## src/rtl/covemb_pkg.sv

```systemverilog
// ---------------------------------------------------------------------------
// covemb_pkg
// Shared definitions for the stimulus generator slice.
//   state_t    : run-control states of stim_gen (idle, generating, finished)
//   LFSR_POLY  : Galois feedback mask for the 32-bit payload LFSR
//   lfsr_step  : one Galois shift of the LFSR (right shift, xor mask on lsb)
//   seed_fix   : maps the all-zero seed (a lock-up state) onto 32'h1
// ---------------------------------------------------------------------------
package covemb_pkg;

  typedef enum logic [1:0] {
    ST_IDLE = 2'd0,
    ST_GEN  = 2'd1,
    ST_DONE = 2'd2
  } state_t;

  localparam logic [31:0] LFSR_POLY = 32'h80200003;

  // Galois form: shift toward bit 0 and fold the polynomial back in
  // whenever a 1 falls out of the low end.
  function automatic logic [31:0] lfsr_step(input logic [31:0] v);
    return {1'b0, v[31:1]} ^ (v[0] ? LFSR_POLY : 32'h0);
  endfunction

  // An all-zero Galois LFSR never leaves zero, so that seed is remapped.
  function automatic logic [31:0] seed_fix(input logic [31:0] s);
    return (s == 32'h0) ? 32'h1 : s;
  endfunction

endpackage

```

## src/rtl/stim_lfsr.sv

```systemverilog
// ---------------------------------------------------------------------------
// stim_lfsr
// 32-bit Galois LFSR used as the random source of stim_gen.
// Ports:
//   clk      in   clock, state updates on rising edge
//   rst      in   asynchronous active-high reset, loads seed
//   seed     in   [31:0] value loaded while rst is high (must be non-zero)
//   advance  in   step the register by one position this cycle
//   value    out  [31:0] current LFSR contents
// ---------------------------------------------------------------------------
module stim_lfsr
  import covemb_pkg::*;
(
  input  logic        clk,
  input  logic        rst,
  input  logic [31:0] seed,
  input  logic        advance,
  output logic [31:0] value
);

  // The register only moves when the owner asks, so the sequence position
  // is tied to events (start, accepted transfers) rather than to time.
  always_ff @(posedge clk or posedge rst) begin
    if (rst) begin
      value <= seed;
    end else if (advance) begin
      value <= lfsr_step(value);
    end
  end

endmodule

```

## src/rtl/stim_gen.sv

```systemverilog
// ---------------------------------------------------------------------------
// stim_gen
// Valid/ready stimulus source. After a start it emits NUM_TXN payloads
// (or an endless stream when NUM_TXN is 0) with a fixed command, an address
// that is either pseudo-random or a wrapping sweep, and pseudo-random data,
// all confined to the configured inclusive ranges.
// Ports:
//   clk       in   sole clock, rising edge
//   rst       in   asynchronous active-high reset
//   start     in   begin a run (honoured only when not generating)
//   cfg_mode  in   0 = random address, 1 = sweep address (sampled with start)
//   valid     out  payload valid
//   ready     in   sink accepts payload
//   cmd       out  [CMD_W-1:0]  command, CMD_VAL while valid, else 0
//   adr       out  [ADR_W-1:0]  address, 0 while not valid
//   data      out  [DATA_W-1:0] data, 0 while not valid
//   busy      out  high while generating
//   done      out  high after the last transfer until the next start
//   txn_cnt   out  [15:0] accepted transfers this run, saturating
// ---------------------------------------------------------------------------
module stim_gen
  import covemb_pkg::*;
#(
  parameter int unsigned CMD_W    = 2,
  parameter int unsigned ADR_W    = 4,
  parameter int unsigned DATA_W   = 3,
  parameter int unsigned CMD_VAL  = 3,
  parameter int unsigned ADR_MIN  = 5,
  parameter int unsigned ADR_MAX  = 15,
  parameter int unsigned DATA_MIN = 0,
  parameter int unsigned DATA_MAX = 7,
  parameter logic [31:0] SEED     = 32'h1,
  parameter int unsigned NUM_TXN  = 100
) (
  input  logic              clk,
  input  logic              rst,
  input  logic              start,
  input  logic              cfg_mode,
  output logic              valid,
  input  logic              ready,
  output logic [CMD_W-1:0]  cmd,
  output logic [ADR_W-1:0]  adr,
  output logic [DATA_W-1:0] data,
  output logic              busy,
  output logic              done,
  output logic [15:0]       txn_cnt
);

  localparam int unsigned ADR_SPAN  = ADR_MAX - ADR_MIN + 1;
  localparam int unsigned DATA_SPAN = DATA_MAX - DATA_MIN + 1;

  state_t            state;
  state_t            next_state;
  logic              start_take;
  logic              xfer;
  logic              count_hit;
  logic              mode;
  logic [ADR_W-1:0]  sweep_adr;
  logic [15:0]       cnt;
  logic [31:0]       lfsr;

  // The LFSR steps once when a run is launched and once per accepted
  // transfer, so a stalled payload keeps its random fields unchanged.
  stim_lfsr u_lfsr (
    .clk     (clk),
    .rst     (rst),
    .seed    (seed_fix(SEED)),
    .advance (start_take | xfer),
    .value   (lfsr)
  );

  // True when the transfer happening this cycle would be the last one of
  // a bounded run. An unbounded run (NUM_TXN == 0) never hits.
  always_comb begin
    count_hit = (NUM_TXN != 0) && ((32'(cnt) + 32'd1) == 32'(NUM_TXN));
  end

  // Run-control state register.
  always_ff @(posedge clk or posedge rst) begin
    if (rst) begin
      state <= ST_IDLE;
    end else begin
      state <= next_state;
    end
  end

  // Next-state and control outputs. valid is simply "in GEN", which makes
  // it drop on the same edge that moves to DONE after the final transfer.
  always_comb begin
    next_state = state;
    valid      = 1'b0;
    busy       = 1'b0;
    done       = 1'b0;
    start_take = 1'b0;
    xfer       = 1'b0;
    case (state)
      ST_IDLE: begin
        if (start) begin
          start_take = 1'b1;
          next_state = ST_GEN;
        end
      end
      ST_GEN: begin
        valid = 1'b1;
        busy  = 1'b1;
        if (ready) begin
          xfer = 1'b1;
          if (count_hit) begin
            next_state = ST_DONE;
          end
        end
      end
      ST_DONE: begin
        done = 1'b1;
        if (start) begin
          start_take = 1'b1;
          next_state = ST_GEN;
        end
      end
      default: begin
        next_state = ST_IDLE;
      end
    endcase
  end

  // Per-run bookkeeping: the address mode is captured at launch, the sweep
  // pointer restarts at ADR_MIN each run, and the counter saturates rather
  // than wrapping so long unbounded runs still read as "very many".
  always_ff @(posedge clk or posedge rst) begin
    if (rst) begin
      mode      <= 1'b0;
      sweep_adr <= ADR_W'(ADR_MIN);
      cnt       <= 16'h0;
    end else if (start_take) begin
      mode      <= cfg_mode;
      sweep_adr <= ADR_W'(ADR_MIN);
      cnt       <= 16'h0;
    end else if (xfer) begin
      cnt       <= (cnt == 16'hFFFF) ? cnt : cnt + 16'd1;
      sweep_adr <= (sweep_adr == ADR_W'(ADR_MAX)) ? ADR_W'(ADR_MIN)
                                                  : sweep_adr + ADR_W'(1);
    end
  end

  // Payload fields are derived from registered state only, so they are
  // stable for as long as the sink stalls. Everything reads zero while
  // no payload is offered.
  always_comb begin
    cmd  = '0;
    adr  = '0;
    data = '0;
    if (valid) begin
      cmd  = CMD_W'(CMD_VAL);
      adr  = mode ? sweep_adr
                  : ADR_W'(32'(ADR_MIN) + (32'(lfsr[15:0]) % 32'(ADR_SPAN)));
      data = DATA_W'(32'(DATA_MIN) + (32'(lfsr[31:16]) % 32'(DATA_SPAN)));
    end
  end

  assign txn_cnt = cnt;

endmodule

```

## config.mk

```make
export PLATFORM = sky130hd
export DESIGN_NAME = stim_gen
export DESIGN_NICKNAME = d
export VERILOG_FILES = /design/src/rtl/covemb_pkg.sv /design/src/rtl/stim_lfsr.sv /design/src/rtl/stim_gen.sv
export SDC_FILE = /design/constraint.sdc
export NUM_CORES = 1
export LEC_CHECK = 0
export ABC_CLOCK_PERIOD_IN_PS = 17500
export CAP_MARGIN = 20
export CORE_AREA = 2 2 138 140
export DETAILED_ROUTE_END_ITERATION = 12
export DIE_AREA = 0 0 140 142
export PLACE_DENSITY_LB_ADDON = 0.15
export REMOVE_ABC_BUFFERS = 1
export SLEW_MARGIN = 40
export SYNTH_ARGS = -nofsm -noshare
export SYNTH_HDL_FRONTEND = slang
export SYNTH_SLANG_ARGS = --single-unit
```

## constraint.sdc

```tcl
create_clock -name clk -period 17.5 [get_ports clk]
set_input_delay 2.625 -clock clk [delete_from_list [all_inputs] [get_ports clk]]
set_output_delay 2.625 -clock clk [all_outputs]
set_load 0.1 [all_outputs]
```

# Yosys cells after proc, flatten, opt, wreduce, memory -nomap -nowiden
# Cells that the tools add are included.
# W data, S select, Z words.
[totals] ff_bits=55 input_bits=5 output_inout_bits=28 word_cells=47
[op_classes] n_addsub=4 div=1 eq_ne=9 n_mux=21 n_bitwise=2 n_reduce_logical=5
[ops] cell="$mux W16" n=3
[ops] cell="$mod A16 B4 Y32 const B" n=1
[ops] cell="$mux W32" n=1
[ops] cell="$xor A31 B32 Y32" n=1
[ops] cell="$mux W4" n=5
[ops] cell="$add A16 B1 Y17 const B" n=1
[ops] cell="$eq A17 B7 Y1 const B" n=1
[ops] cell="$add A16 B1 Y16 const B" n=1
[ops] cell="$eq A16 B16 Y1 const B" n=1
[ops] cell="$mux W2" n=4
[ops] cell="$mux W1" n=6
[ops] cell="$ne A2 B2 Y1 const B" n=3
[ops] cell="$add A3 B4 Y4 const A" n=1
[ops] cell="$add A4 B1 Y4 const B" n=1
[ops] cell="$eq A4 B4 Y1 const B" n=1
[ops] cell="$pmux W2 S2" n=1
[ops] cell="$mux W3" n=1
[ops] cell="$reduce_and A3 Y1" n=1
[ops] cell="$eq A2 B1 Y1 const B" n=1
[ops] cell="$eq A2 B2 Y1 const B" n=1
[ops] cell="$logic_not A2 Y1" n=1
[ops] cell="$ne A2 B1 Y1 const B" n=1
[ops] cell="$reduce_and A2 Y1" n=1
[ops] cell="$reduce_bool A2 Y1" n=1
[ops] cell="other kinds (2)" n=2

# Longest topological paths before layout
# Gate-level depths: netlist of the first run.
[logic_depth] ltp_word=5 mapped_depth=56 mapped_depth_nobuf=45

# Least setup slack after synthesis of the first run
# No wires, ideal clock.
[synth_path] path_kind="reg-to-output" start="reg u_lfsr.value[14]" end="out adr[2]" t_arrival_ns=13.503 t_required_ns=14.875 path_slack_ns=1.372 stages_incl_launch_ff=53 path_buffers=7 path_cell_list="dfrtp_1 > buf_4 > buf_4 > a21oi_1 > inv_1 > ha_1 > buf_2 > nand2b_1 > a222oi_1 > buf_4 > mux2i_1 > nand2_1 > o41ai_1 > nor4_1 > a211oi_1 > o21a_1 > buf_4 > mux2_4 > [17 not listed] > maj3_1 > a31oi_1 > nand3_1 > o2111ai_2 > or4_1 > nor3_1 > nor2_1 > ha_1 > inv_1 > nand3_1 > a222oi_1 > nand2_1 > mux2_2 > ha_1 > xnor2_1 > xor2_1 > nor2_1 > a211oi_1"
[synth_via] elab_chain_cells=4
[synth_rtl] item="start, declared" line="stim_lfsr.sv:18" text="output logic [31:0] value"
[synth_rtl] item="start signal, assigned" line="stim_lfsr.sv:27" text="value <= lfsr_step(value);"
[synth_rtl] item="$mod A16 B4 Y32" line="stim_gen.sv:155" text=": ADR_W'(32'(ADR_MIN) + (32'(lfsr[15:0]) % 32'(ADR_SPAN)));"
[synth_rtl] item="$add A3 B4 Y4" line="stim_gen.sv:155"
[synth_rtl] item="$mux W4" line="stim_gen.sv:154" text="adr = mode ? sweep_adr"
[synth_rtl] item="$mux W4" line="stim_gen.sv:152" text="if (valid) begin"
[synth_rtl] item="end, declared" line="stim_gen.sv:42" text="output logic [ADR_W-1:0] adr,"
# No other way between the ends.

# Final worst setup path of the first run
[layout_path] start="reg u_lfsr.value[13]" end="out adr[2]"
# The elaborated chain is that of the path after synthesis.

==> results of run 1 <==
-- through the flow --
step / instance area [um2] / worst slack, ns / std cells / util
after floorplan: 7711 / -0.3330 / 1017 / -
after global placement: 8429 / 1.230 / 1295 / 0.4567
after detailed placement: 8310 / 0.8389 / 1295 / 0.4503
after CTS: 8452 / 0.4827 / 1303 / 0.4580
after global routing: 8534 / -0.05055 / 1304 / 0.4624
final: 8534 / 1.175 / 1304 / 0.4624
-- routing by layer --
layer / share of wire / wire (um) / global-route usage / up-vias
met2: 0.47 / 10620 / 0.3684 / 266
met4: 0.014 / 325 / 0.05157 / 0
met3: 0.042 / 954 / 0.01783 / 29
met1: 0.47 / 10710 / 0.3107 / 3972
met5: 0 / 0 / 0 / -
li1: - / - / - / 4091
-- worst register-to-register path: stages (launching register included) --
cell	delay (ns)
sky130_fd_sc_hd__dfrtp_1	0.41
sky130_fd_sc_hd__ha_1	0.26
sky130_fd_sc_hd__and3_1	0.21
sky130_fd_sc_hd__and3_1	0.25
sky130_fd_sc_hd__and3_1	0.26
sky130_fd_sc_hd__and3_1	0.24
sky130_fd_sc_hd__and3_1	0.36
sky130_fd_sc_hd__a41oi_2	0.32
sky130_fd_sc_hd__nor2_1	0.62
sky130_fd_sc_hd__o21ai_0	0.20
sky130_fd_sc_hd__o41ai_1	0.10
-- cell families after synthesis --
| logic type | synth area share |
|---|---|
| flip-flops | 0.1698 |
| AND/OR/NAND/NOR | 0.3063 |
| AO/OA/AOI/OAI | 0.2920 |
| multiplexers | 0.08775 |
| adder cells (fa/ha/maj) | 0.01986 |
| XOR/XNOR | 0.06189 |
| buffers and inverters | 0.06235 |
-- final timing paths --
kind                             startpoint               end
min reg2reg                u_lfsr.value[23]  u_lfsr.value[23]
min                        u_lfsr.value[23]  u_lfsr.value[23]
max                        u_lfsr.value[13]            adr[2]
max reg2reg                      txn_cnt[0]       txn_cnt[13]
max in group asynchronous               rst  u_lfsr.value[15]
min in group asynchronous               rst        txn_cnt[0]
-- registers in the layout, indices dropped and copies added (netlist names) --
register / flops
u_lfsr.value: 32
txn_cnt: 16
sweep_adr: 4
state: 2
mode: 1
-- area by class of cell --
type                            instances  area share
Timing Repair Buffer                   45     0.03665
Tap cell                              234     0.03431
Sequential cell                        55      0.1620
Multi-Input combinational cell        938      0.7399
Inverter                               24     0.01056
Clock buffer                            6     0.01510
Clock inverter                          2    0.001466
-- synthesized netlist by cell type, drive strengths merged (19+ instances only) --
| cell type | count |
|---|---|
| nand2 | 136 |
| nor2 | 94 |
| o21ai | 86 |
| nor3 | 54 |
| dfrtp | 52 |
| a21oi | 47 |
| nand3 | 46 |
| buf | 41 |
| xnor2 | 34 |
| mux2 | 32 |
| mux2i | 32 |
| clkbuf | 26 |
| a211oi | 25 |
| nor4 | 21 |
| inv | 20 |
| xor2 | 20 |
| and3 | 19 |
-- repair_timing --
| action | CTS | global route |
|---|---|---|
| endpoints found under the setup margin | 0 | 4 |
| setup buffers | 0 | 1 |
| gates resized for setup | 0 | 7 |
==> flow_summary.yaml, run 1 <==
run_status:
  run_status: "finished clean"
sta:
  finalClockSkew_ns: 0.008962
  max_slew_vio_count: 0
  fin_setup_tns_ns: 0
  max_clock_freq_mhz: 61.26
  timing.max_slew.rel_slack: 0.4405
  setup_viol: 0
  minimum_hold_slack_ns: 0.5061
  layout_min_cycle_time_ns: 16.32
  tightestPinTransition_ns: 0.8284
  timing.final.crit_share: 0.9329
  timing_hold_violations_final: 0
synth:
  synth_top_area_frac: 0.1601
  synth_area_leaders: "sky130_fd_sc_hd__dfrtp_1 (16%), sky130_fd_sc_hd__nand2_1 (6.2%), sky130_fd_sc_hd__o21ai_0 (4.7%)"
  synth_area_um2: 8128
  async_flop_share: 1.000
  postSynthCellCount: 1085
  postSynthAreaPerCell_um2: 7.491
  synth-edff-count: 0
  yosys.area.top_type: "sky130_fd_sc_hd__dfrtp_1"
  synthDistinctLibCells: 115
  yosys_warnings: 0
  yosys_most_used_dff: "sky130_fd_sc_hd__dfrtp_1"
  seq_area_frac_synth: 0.1698
  synth.ff_latch_count: 55
min_path:
  worst_hold_path_type: "reg2reg"
  holdPathStages: 1
die:
  num_io_pins: 33
  core_region_area_um2: 18460
  die_width_um: 140
  initial_core_util: 0.4404
  die_area_um2: 19880
  die_y_um: 142
  placement_rows: 50
clock_network:
  clkSinkCount: 55
  cts_tree: "built"
  clk_pin_slew_worst_paths_ns: 0.07
  tritoncts.num_buffers: 5
  clockRootBuffer: "sky130_fd_sc_hd__clkbuf_16"
  cts-htree-levels: 2
  clock_latency_ns: 0.29
  cts_hold_repair.buffers: 0
  clk_path_buf_depth: 2
layout:
  layout-area-overhead-vs-synth_pct: 5.003
  register_area_um2: 1383
  num_antenna_cells: 0
  layout-drive-gt1-share: 0.1430
  most_frequent_standard_cell_in_the_layout_excluding_fill_and_tap_cells: "sky130_fd_sc_hd__nand2_1"
  multiInputGateArea_um2: 6315
  mostFrequentLayoutCells: "sky130_fd_sc_hd__nand2_1 (135), sky130_fd_sc_hd__nor2_1 (92), sky130_fd_sc_hd__o21ai_0 (76)"
  final_nets: 1082
  fill_cells: 1886
critical_path:
  path_class: "reg2out"
  path_max_fanout: 21
  setup.reg_to_reg.worst_slack_ns: 14.16
  cp_num_buf_inv: 5
  max_stage_delay_ns: 0.68
  cpMaxStageDelayCell: "sky130_fd_sc_hd__or4_1"
  timing.reg2reg.worst_path_depth: 10
  worst_setup_path_end_kind: "output pin"
  worst_ep_arrival_time_ns: 13.70
  worst_path_dominant_cell_family: "compound AO/OA/AOI/OAI gates"
  start_kind: "register"
  critical_path_required_ns: 14.88
  path_depth: 47
route:
  detail_route.first_pass.iterations: 6
  detail_route.drc_violations: 0
  drt-initial-drc-count: 597
  routed-via-count: 8358
  viasPerCell: 6.410
  detail-route-antenna-nets: 0
  post_drt_wl_per_cell_um: 17.34
  routed_wl_um: 22610
run:
  timing.max_cap.violations: 0
global_routing:
  grt_first_pass_wirelength_um: 37640
  first_global_vias: 7575
  antenna_found_initial: 0
  pin_count_of_the_biggest_net_entering_global_routing: 56
  gr-total-overflow: 0
  grt.total_usage: 0.2202
placement:
  finalWeightedCongestion: 0.8663
  placement.io_buffers: 32
  dpl.hpwl_um: 16440
Power of run 1 is not shown: default switching activity piles up to over one toggle a cycle in this logic, so the estimate is an artifact.
==> run 2, diff against run 1 <==
--- a/config.mk
+++ b/config.mk
@@ -7,9 +7,9 @@
 export LEC_CHECK = 0
 export ABC_CLOCK_PERIOD_IN_PS = 17500
 export CAP_MARGIN = 20
-export CORE_AREA = 2 2 138 140
+export CORE_AREA = 2 2 168 170
 export DETAILED_ROUTE_END_ITERATION = 12
-export DIE_AREA = 0 0 140 142
+export DIE_AREA = 0 0 170 172
 export PLACE_DENSITY_LB_ADDON = 0.15
 export REMOVE_ABC_BUFFERS = 1
 export SLEW_MARGIN = 40
==> flow_summary.yaml, run 2 (synthesized netlist as in run 1, its figures left out) <==
placement:
  finalWeightedCongestion: 0.8487
  placement.io_buffers: 32
  dpl.hpwl_um: 18620
route:
  detail-route-antenna-nets: 0
  dr_wl_met3_um: 954
  routed-via-count: 8401
  post_drt_wl_per_cell_um: 17.54
  routed_wl_um: 24940
  met2RoutedLength_um: 11450
  detail_route.drc_violations: 0
  top_layer_used: "met4"
  detail_route.first_pass.iterations: 8
  drt-initial-drc-count: 748
  post_route_met1_wirelength_um: 12130
  viasPerCell: 5.908
sta:
  finalClockSkew_ns: 0.003604
  grt_setup_unrepaired: "false"
  max_clock_freq_mhz: 61.36
  minimum_hold_slack_ns: 0.5045
  layout_min_cycle_time_ns: 16.30
  tightestPinTransition_ns: 0.7955
  max_slew_vio_count: 0
  setup_viol: 0
  timing_hold_violations_final: 0
  timing.max_slew.rel_slack: 0.4677
  timing.final.crit_share: 0.9312
critical_path:
  worst_setup_path_end_kind: "output pin"
  start_kind: "register"
  critical_path.reg2reg.endpoint: "txn_cnt[13]"
  r2r-start: "txn_cnt[0]"
  path_class: "reg2out"
  critical_path_required_ns: 14.88
  critPathLaunch: "u_lfsr.value[13]"
  timing.reg2reg.worst_path_depth: 10
  worst_ep_arrival_time_ns: 13.67
  max_stage_delay_ns: 0.62
  setup.reg_to_reg.worst_slack_ns: 14.12
  path_max_fanout: 21
  cpMaxStageDelayCell: "sky130_fd_sc_hd__or4_1"
clock_network:
  clkSinkCount: 55
  clock_latency_ns: 0.30
  clk_pin_slew_worst_paths_ns: 0.08
  cts_tree: "built"
  clockRootBuffer: "sky130_fd_sc_hd__clkbuf_16"
  tritoncts.num_buffers: 5
  cts-htree-levels: 2
  clk_path_buf_depth: 2
  cts_hold_repair.buffers: 0
min_path:
  holdPathStages: 1
  whs_endpoint: "u_lfsr.value[29]"
  worst_hold_path_type: "reg2reg"
  worstHoldStart: "u_lfsr.value[30]"
die:
  die_width_um: 170
  initial_core_util: 0.2958
  die_area_um2: 29240
  num_io_pins: 33
  core_region_area_um2: 27480
  die_y_um: 172
  placement_rows: 61
layout:
  mostFrequentLayoutCells: "sky130_fd_sc_hd__nand2_1 (134), sky130_fd_sc_hd__nor2_1 (93), sky130_fd_sc_hd__o21ai_0 (76)"
  largest_register: "u_lfsr.value"
  largest_reg_flops: 32
  fill_cells: 3003
  layout-drive-gt1-share: 0.1450
  final_nets: 1088
  final_core_util: 0.3172
  num_antenna_cells: 0
  layout-area-overhead-vs-synth_pct: 7.220
  most_frequent_standard_cell_in_the_layout_excluding_fill_and_tap_cells: "sky130_fd_sc_hd__nand2_1"
global_routing:
  antenna_found_initial: 0
  grt.total_usage: 0.1711
  pin_count_of_the_biggest_net_entering_global_routing: 56
  grt_first_pass_wirelength_um: 41830
  first_global_vias: 7953
  gr-total-overflow: 0
run:
  timing.max_cap.violations: 0
run_status:
  run_status: "finished clean"
[run 2: cell types whose count changed in the layout (fill, tap and decap cells not counted), sizes merged]
cell | previous run | this run
clkbuf | 6 | 5
inv | 20 | 21
buf | 41 | 47
[run 2: critical path: cells and delay by family, from the launching register on]
kind            cells  cell delay (ns)
buf+inv             9             1.62
flops               1             0.59
simple gates       16             4.63
xor+xnor            3             0.46
mux                 4             1.68
compound gates     13             3.07
fa+ha+maj           5             1.24
[run 2: how the worst max path moves through the flow]
stage,end,slack (ns),cells after the start
after global placement,adr[2],1.27,48
after global routing,adr[2],0.10,50
after floorplan,adr[2],-0.33,45
after detailed placement,adr[2],1.07,48
after CTS,adr[2],0.68,48
final,adr[2],1.20,50
[run 2: metrics by stage]
| step | setup WS, ns | TNS (ns) | instance area (um2) | std cells |
|---|---|---|---|---|
| floorplan | -0.3330 | -0.3330 | 7711 | 1017 |
| global placement | 1.275 | 0 | 8630 | 1413 |
| detailed placement | 1.066 | 0 | 8523 | 1413 |
| CTS | 0.6825 | 0 | 8676 | 1421 |
| global route | 0.1041 | 0 | 8715 | 1422 |
| finish | 1.203 | 0 | 8715 | 1422 |
[run 2: routing by layer]
metal  global-route usage  vias up
met5                    0        -
met4              0.04459        0
met2               0.2806      207
met1               0.2428     4037
li1                     -     4121
met3              0.01328       36
[run 2: cell type report]
cell class	count	area [um2]	share of cell area
multi-input combinational	938	6287	0.7215
sequential	55	1381	0.1585
clock inverter	3	27.53	0.003159
timing repair buffer	51	370.4	0.04250
clock buffer	5	125.1	0.01436
tap	346	432.9	0.04968
inverter	24	90.09	0.01034
[run 2: timing repair]
action / in CTS / in global routing
endpoints found under the hold margin: 0 / 0
resized for setup: 0 / 3
setup endpoints to repair: 0 / 3
setup buffers: 0 / 1
Power of run 2 is left out for the same reason.
==> run 3, diff against run 2 <==
--- a/config.mk
+++ b/config.mk
@@ -5,7 +5,6 @@
 export SDC_FILE = /design/constraint.sdc
 export NUM_CORES = 1
 export LEC_CHECK = 0
-export ABC_CLOCK_PERIOD_IN_PS = 17500
 export CAP_MARGIN = 20
 export CORE_AREA = 2 2 168 170
 export DETAILED_ROUTE_END_ITERATION = 12
@@ -16,3 +15,4 @@
 export SYNTH_ARGS = -nofsm -noshare
 export SYNTH_HDL_FRONTEND = slang
 export SYNTH_SLANG_ARGS = --single-unit
+export TNS_END_PERCENT = 5
==> results of run 3 <==
No change in the layout: final DEF, timing and power equal those of run 2.
Power of run 3 is left out for the same reason.
